--- src/rtl/mul_pkg.sv ---
// Shared types and constants for the sequential shift-add multiplier.
package mul_pkg;

    typedef enum logic [1:0] {
        IDLE = 2'd0,
        BUSY = 2'd1,
        DONE = 2'd2
    } state_e;

    localparam logic MODE_UNSIGNED = 1'b0;
    localparam logic MODE_SIGNED   = 1'b1;

endpackage

--- src/rtl/mul_sign_mag.sv ---
// Splits an operand into magnitude and sign; in unsigned mode the value passes through.
module mul_sign_mag #(
    parameter int WIDTH = 6
) (
    input  logic [WIDTH-1:0] value,
    input  logic             signed_mode,
    output logic [WIDTH-1:0] magnitude,
    output logic             sign
);

    assign sign      = signed_mode & value[WIDTH-1];
    // The most-negative value negates to itself, which read unsigned is 2^(WIDTH-1).
    assign magnitude = sign ? -value : value;

endmodule

--- src/rtl/seq_mul.sv ---
// Iterative shift-add multiplier: one multiplier bit per clock, signed via sign-magnitude.
module seq_mul
    import mul_pkg::*;
#(
    parameter int WIDTH = 6
) (
    input  logic               clk,
    input  logic               rst_n,
    input  logic               start,
    output logic               in_ready,
    input  logic [WIDTH-1:0]   a,
    input  logic [WIDTH-1:0]   b,
    input  logic               sel,
    output logic               out_valid,
    input  logic               out_ready,
    output logic [2*WIDTH-1:0] out,
    output logic               busy
);

    localparam int CNT_W = $clog2(WIDTH + 1);
    localparam int PW    = 2 * WIDTH;

    state_e             state_q, state_d;
    logic [WIDTH-1:0]   a_mag_q, a_mag_d;
    logic [WIDTH-1:0]   b_mag_q, b_mag_d;
    logic               neg_q, neg_d;
    logic [PW-1:0]      acc_q, acc_d;
    logic [CNT_W-1:0]   cnt_q, cnt_d;
    logic [PW-1:0]      out_q, out_d;
    logic               out_valid_q, out_valid_d;

    logic               signed_mode;
    logic [WIDTH-1:0]   a_mag, b_mag;
    logic               a_sign, b_sign;
    logic [WIDTH-1:0]   b_shift;
    logic [PW-1:0]      addend;
    logic [PW-1:0]      acc_sum;

    assign signed_mode = (sel == MODE_SIGNED);

    mul_sign_mag #(.WIDTH(WIDTH)) u_mag_a (
        .value       (a),
        .signed_mode (signed_mode),
        .magnitude   (a_mag),
        .sign        (a_sign)
    );

    mul_sign_mag #(.WIDTH(WIDTH)) u_mag_b (
        .value       (b),
        .signed_mode (signed_mode),
        .magnitude   (b_mag),
        .sign        (b_sign)
    );

    always_comb begin
        state_d     = state_q;
        a_mag_d     = a_mag_q;
        b_mag_d     = b_mag_q;
        neg_d       = neg_q;
        acc_d       = acc_q;
        cnt_d       = cnt_q;
        out_d       = out_q;
        out_valid_d = out_valid_q;

        // Shifting instead of bit-indexing keeps the select in range for any WIDTH.
        b_shift = b_mag_q >> cnt_q;
        addend  = b_shift[0] ? ({{WIDTH{1'b0}}, a_mag_q} << cnt_q) : '0;
        acc_sum = acc_q + addend;

        case (state_q)
            IDLE: begin
                if (start) begin
                    a_mag_d = a_mag;
                    b_mag_d = b_mag;
                    neg_d   = a_sign ^ b_sign;
                    acc_d   = '0;
                    cnt_d   = '0;
                    state_d = BUSY;
                end
            end
            BUSY: begin
                acc_d = acc_sum;
                cnt_d = cnt_q + CNT_W'(1);
                if (cnt_q == CNT_W'(WIDTH - 1)) begin
                    out_d       = neg_q ? -acc_sum : acc_sum;
                    out_valid_d = 1'b1;
                    state_d     = DONE;
                end
            end
            DONE: begin
                if (out_ready) begin
                    out_valid_d = 1'b0;
                    state_d     = IDLE;
                end
            end
            default: begin
                state_d = IDLE;
            end
        endcase
    end

    always_ff @(posedge clk or negedge rst_n) begin
        if (!rst_n) begin
            state_q     <= IDLE;
            a_mag_q     <= '0;
            b_mag_q     <= '0;
            neg_q       <= 1'b0;
            acc_q       <= '0;
            cnt_q       <= '0;
            out_q       <= '0;
            out_valid_q <= 1'b0;
        end else begin
            state_q     <= state_d;
            a_mag_q     <= a_mag_d;
            b_mag_q     <= b_mag_d;
            neg_q       <= neg_d;
            acc_q       <= acc_d;
            cnt_q       <= cnt_d;
            out_q       <= out_d;
            out_valid_q <= out_valid_d;
        end
    end

    assign in_ready  = (state_q == IDLE);
    assign busy      = (state_q == BUSY);
    assign out       = out_q;
    assign out_valid = out_valid_q;

endmodule

--- config.mk ---
export PLATFORM = sky130hd
export DESIGN_NAME = seq_mul
export DESIGN_NICKNAME = d
export VERILOG_FILES = /design/src/rtl/mul_pkg.sv /design/src/rtl/mul_sign_mag.sv /design/src/rtl/seq_mul.sv
export SDC_FILE = /design/constraint.sdc
export NUM_CORES = 1
export LEC_CHECK = 0
export CAP_MARGIN = 20
export CORE_UTILIZATION = 45
export DETAILED_ROUTE_END_ITERATION = 8
export PLACE_DENSITY = 0.69
export SYNTH_ARGS = -nofsm -noshare
export SYNTH_HDL_FRONTEND = slang
export SYNTH_HIERARCHICAL = 1
export SYNTH_SLANG_ARGS = --single-unit
--- constraint.sdc ---
create_clock -name clk -period 5.1 [get_ports clk]
set_input_delay 0.765 -clock clk [delete_from_list [all_inputs] [get_ports clk]]
set_output_delay 0.765 -clock clk [all_outputs]
set_load 0.05 [all_outputs]
==> run metrics, run 1 <==
status=finished, final reports clean; vias in the first global route=2249; deepest clock path buffer count=2; area growth from synthesis to layout=15.7%; nets@finish=381; sw frac=48.8%; Max VDD drop=0.000459 V; Logic pwr share=between 60% and 70%; mapped cell area=approximately 0.0030 mm^2; Fin. Hold Viols=0; initial antenna violation count=0; final WL=5940 um; max-slew violations=0; # hold bufs at CTS=0; Final Wtd Congestion=0.877; Slowest-stage cell, CP=dfrtp_1; crit end category=flop; Synth warnings=6; hold crit path type=reg2reg; die area=0.00693 mm^2; Gate Count Post-Synth=322; CTS clk-pin slew, worst paths=~0.09 ns; Syn Nets=about 360; number of flops mapped to enable cells by yosys=0; LEAKAGE=1.50 nW; Die Y=83.3 um; Post-CTS Setup Inserts=0; Seq pwr share=25.2%; RSZ-0062 raised after global routing=no; worst-margin pin slew=0.948 ns; nature of the critical path startpoint=flop; Synth top cells by count=nand2_1 (45), dfrtp_1 (43), nor2_1 (22); setup TNS=0 ns; clk_skew=0.0107 ns; proportion of layout cells with a drive suffix above 1=11.5%; Initial DRT Pass Iterations=4; # diodes=0; top post-synthesis cells by area=dfrtp_1 (36%), ha_1 (6.7%), mux2_2 (6.1%); # DRC=0; fin crit period=3.93 ns; clock insertion delay at the later pin of the skew report=0.30 ns; Yosys top cell by area=dfrtp_1; DR iter-0 viols=168; io pins=32; Clock Sinks=43; fmax=about 250 MHz; Slew headroom=36.8%; CTS H-tree lvls=2; final setup vio count=0; die width=83.3 um; Worst Setup Path Type=reg2reg; critical path's largest stage delay=0.74 ns; Internal=1.30 mW; Final HPWL DP=~4500 um; Yosys top cell area share=36.2%; CTS tree=yes; Hold WS=approximately 0.48 ns; Via density=around 5.6; P per Cell Area=737 mW/mm^2; Vias=2367; dpl cell area=between 0.003 and 0.004 mm^2; synthesized area per cell=approximately 9 um^2; WL/cell=14.0 um; FP Rows=29; WP data required=5.25 ns; Final ANT Viol Nets=0; cells along the critical path=mux4_2, nand2_1, nor4b_1, ha_1, fa_1, a21o_1, a221oi_2, nand3_1, o311ai_1, nor3_1, a41o_1, xnor2_1, o21ai_1; Fillers=561; CP max FO=19; Seq/Total Area, Yosys=36.2%; Final Cycle Share=77.0%; Async SR Flop Fraction=100%; most common cell in the netlist=nand2_1; area of the core=0.00635 mm^2; IO buf count=31; library cells used by synthesis=54; most used flip-flop cell after synthesis=dfrtp_1; arrival time worst endpoint=4.08 ns; Synth Register Bits=43; clock buffer count from CTS=5; NetSw=around 1.2 mW; GRT Overall Usage=18.1%; max cap viols=0; cell area after layout=0.00344 mm^2; first-pass GRT wire length=10300 um; Root Driver=clkbuf_8; largest net degree at the start of global routing=44; total chip power=2.53 mW; Clock power frac=between 10% and 20%; Initial Util=between 40% and 50%; CTS-repair resized insts=0; total grt overflow=0
[sequential cells by signal, indices dropped and copies added (netlist names)]
signal / cells
acc_q: 12
b_mag_q: 6
state_q: 2
out: 12
a_mag_q: 6
cnt_q: 3
neg_q: 1
out_valid: 1
[power by group through the flow]
stage	sequential (mW)	combinational, mW	clock [mW]
6_report	0.638	1.63	0.268
5_1_grt	0.663	1.81	0.288
4_1_cts	0.639	1.63	0.277
3_5_place_dp	0.645	1.63	0
3_3_place_gp	0.643	1.59	0
2_1_floorplan	0.723	1.17	0
[final timing paths]
path,slack [ns],cells after the start,to,start
max,1.17,13,out[11],cnt_q[0]
min in group asynchronous,0.60,1,out_valid,rst_n
min,0.48,2,out[3],out[3]
max reg2reg,1.17,13,out[11],cnt_q[0]
max in group asynchronous,3.90,1,a_mag_q[5],rst_n
min reg2reg,0.48,2,out[3],out[3]
[metal layers]
layer,up-vias,GRT usage [%],wire length [um]
met5,-,0,0
met4,0,4.70,38
met3,6,3.38,271
met2,66,31.0,2760
met1,1102,23.5,2860
li1,1193,-,-
[cell type report]
cell class | count | area [um^2] | share of cell area [%]
Clock inverter | 3 | 43.8 | 1.27
Timing Repair Buffer | 34 | 328 | 9.53
Clock buffer | 5 | 68.8 | 2.00
Multi-Input combinational cell | 249 | 1770 | 51.6
Sequential cell | 43 | 1080 | 31.3
Tap cell | 77 | 96.3 | 2.80
Inverter | 14 | 52.6 | 1.53
[layout by cell type (no fill, tap or decap), types with 2 or more instances in the layout]
master           instances
nand2_1                 45
dfrtp_1                 43
clkdlybuf4s50_1         30
nor2_1                  22
o21ai_0                 20
mux2_2                  16
xnor2_1                 16
ha_1                    16
inv_1                   13
o21ai_1                 10
xor2_1                   9
a21o_1                   8
mux2i_1                  7
a21oi_1                  7
nand3_1                  6
o22ai_1                  6
clkbuf_8                 5
nand2b_1                 4
a31oi_1                  4
nor3_1                   4
nand3b_1                 4
nor3b_1                  3
o211ai_1                 3
buf_4                    3
nor4_1                   2
a211oi_1                 2
a31o_1                   2
nor2b_1                  2
or2_1                    2
and2_2                   2
a21bo_2                  2
nand4bb_1                2
o311ai_0                 2
or4b_1                   2
o32ai_2                  2
[stage by stage]
step | instances | utilization [%] | worst slack, ns
floorplan | 322 | - | 1.59
global placement | 417 | 52.4 | 1.32
detailed placement | 417 | 52.4 | 1.18
CTS | 425 | 54.2 | 1.17
global route | 425 | 54.2 | 0.802
finish | 425 | 54.2 | 1.17
[kinds of logic after synthesis]
family / after synthesis / synth area share, %
AND/OR/NAND/NOR: 106 / 17.8
AO/OA/AOI/OAI: 77 / 18.0
flip-flops: 43 / 36.2
buffers and inverters: 30 / 4.08
XOR/XNOR: 25 / 7.37
multiplexers: 24 / 9.18
adder cells (fa/ha/maj): 17 / 7.41
[critical path: cells and delay by family, from the launching register on]
| family | cells | cell delay [ns] |
|---|---|---|
| compound gates | 5 | 1.15 |
| flops | 1 | 0.74 |
| fa+ha+maj | 2 | 0.67 |
| mux | 1 | 0.58 |
| simple gates | 4 | 0.52 |
| xor+xnor | 1 | 0.14 |
Power figures use the tool's default switching activity.
==> run 2: changes to the inputs <==
--- a/config.mk
+++ b/config.mk
@@ -8,7 +8,7 @@
 export CAP_MARGIN = 20
 export CORE_UTILIZATION = 45
 export DETAILED_ROUTE_END_ITERATION = 8
-export PLACE_DENSITY = 0.69
+export PLACE_DENSITY = 0.71
 export SYNTH_ARGS = -nofsm -noshare
 export SYNTH_HDL_FRONTEND = slang
 export SYNTH_HIERARCHICAL = 1
==> constraint.sdc (replaced) <==
create_clock -name clk -period 3.26 [get_ports clk]
set_input_delay 0.489 -clock clk [delete_from_list [all_inputs] [get_ports clk]]
set_output_delay 0.489 -clock clk [all_outputs]
set_load 0.05 [all_outputs]
==> run 2 against run 1 <==
- the flow now finishes with violations (setup timing)
- critical endpoint is now out[9]
- first-iteration DRC count is 28% lower
- register-to-register slack got worse by 1.3 ns
- highest routed layer unchanged
- non-clock buffer count grew 40
- final area up 15%
- critical path depth is 1 higher
- final cell count rose by 9.4%
- largest cell class unchanged
- worst hold slack gained 0.0053 ns
==> run metrics, run 2 (synthesis gave the netlist of run 1 again) <==
status=finished with violations; failing checks=setup timing; area growth from synthesis to layout=32.7%; clk_skew=0.00909 ns; max-slew violations=0; final setup vio count=4; M2 GR Usage=33.9%; Final WS setup=-0.0895 ns; worst-margin pin slew=0.857 ns; Final ANT Viol Nets=0; Final Cycle Share=103%; CTS tree=yes; CP max FO=4; Clock Sinks=43; RSZ-0062 raised after global routing=yes; first-pass GRT wire length=11700 um; # DRC=0; critical path's largest stage delay=between 0.5 and 0.6 ns; proportion of layout cells with a drive suffix above 1=26.5%; cells along the critical path=mux4_2, nand2_4, o31a_1, a211oi_2, ha_1, a21o_1, a31o_1, a31oi_4, buf_4, xnor2_4, or2_4, o31ai_4, xnor2_1, o21ai_1; flop2flop setup slack=-0.09 ns; Fin. Hold Viols=0; nature of the critical path startpoint=flop; final WL=7190 um; area of the core=0.00635 mm^2; Vias=between 2000 and 3000; WP data required=3.42 ns; initial antenna violation count=0; Cells after DPL=445; Slowest-stage cell, CP=mux4_2; # diodes=0; GRT Overall Usage=around a fifth; clock insertion delay at the later pin of the skew report=0.31 ns; FP Rows=29; WL/cell=15.5 um; Final HPWL DP=just under 5000 um; total grt overflow=0; Root Driver=clkbuf_8; Cell Count, Final, Fillers Out=465; Final Wtd Congestion=0.923; Via density=5.51; clock buffer count from CTS=5; CTS clk-pin slew, worst paths=0.10 ns; Slew headroom=between 40% and 50%; nets@finish=around 420; io pins=32; vias in the first global route=~2400; Initial Util=a little under half; Initial DRT Pass Iterations=4; CP Buf/Inv Count=1; setup TNS=-0.242 ns; hold crit path type=reg2reg; Worst Setup Path Type=reg2reg; arrival time worst endpoint=3.51 ns; Die Y=83.3 um; pre-CTS WS=-0.0706 ns; CP delay by family, top=compound AO/OA/AOI/OAI gates; fmax=around 300 MHz; die width=83.3 um; fin crit period=3.35 ns; grt peak-use layer=met2; CTS H-tree lvls=2; deepest clock path buffer count=2; max cap viols=0; most frequent cells in the layout=nand2_1 (44), dfrtp_1 (42), buf_4 (36), clkdlybuf4s50_1 (30), nor2_1 (21); commonest non-fill, non-tap cell in the layout=nand2_1; die area=roughly 0.0069 mm^2; met3 global-route usage=roughly 3.3%; IO buf count=31; M1 GR Usage=~28%; largest net degree at the start of global routing=44; DR iter-0 viols=roughly 120; crit end category=flop
-- run 2: layout make-up --
| type | count | area [um^2] |
|---|---|---|
| multi-input combinational | 249 | 1960 |
| clock buffer | 5 | 68.8 |
| fill | 529 | 2410 |
| sequential | 43 | 1080 |
| inverter | 14 | 52.6 |
| clock inverter | 3 | 23.8 |
| tap | 77 | 96.3 |
| timing repair buffer | 74 | 662 |
-- run 2: through the flow --
stage	utilization [%]	hold slack, ns	cell area (um^2)
finish	62.1	0.487	3940
global route	62.1	0.514	3940
CTS	58.1	0.351	3690
detailed placement	55.9	0.470	3550
global placement	55.9	0.463	3550
floorplan	-	0.193	3000
-- run 2: final timing paths --
path | startpoint | to | depth (start not counted)
max | cnt_q[0] | out[9] | 14
min | out[2] | out[2] | 2
max reg2reg | cnt_q[0] | out[9] | 14
min reg2reg | out[2] | out[2] | 2
max in group asynchronous | rst_n | cnt_q[1] | 3
min in group asynchronous | rst_n | out_valid | 2
-- run 2: layer usage --
| metal | part of all wire [%] | up-vias |
|---|---|---|
| met1 | 45 | 1204 |
| met5 | 0 | - |
| met4 | 1.9 | 0 |
| li1 | - | 1274 |
| met2 | 49 | 67 |
| met3 | 3.8 | 15 |
-- run 2: repair_timing --
item | in CTS | in global routing
hold buffers | 0 | 1
setup buffers | 2 | 8
setup endpoints to repair | 4 | 8
pin swaps | 10 | 15
gates resized for setup | 5 | 30
hold endpoints to repair | 0 | 2
-- run 2: tightest hold or removal path, cell delays in order, from the launching register on --
cell and delay [ns]:
dfrtp_1 0.36, nand2_1 0.04, o21ai_0 0.06
Power of run 2 is left out: the tool's default activity adds up to more than one toggle a clock period on the data nets, which glitch-free logic cannot reach.
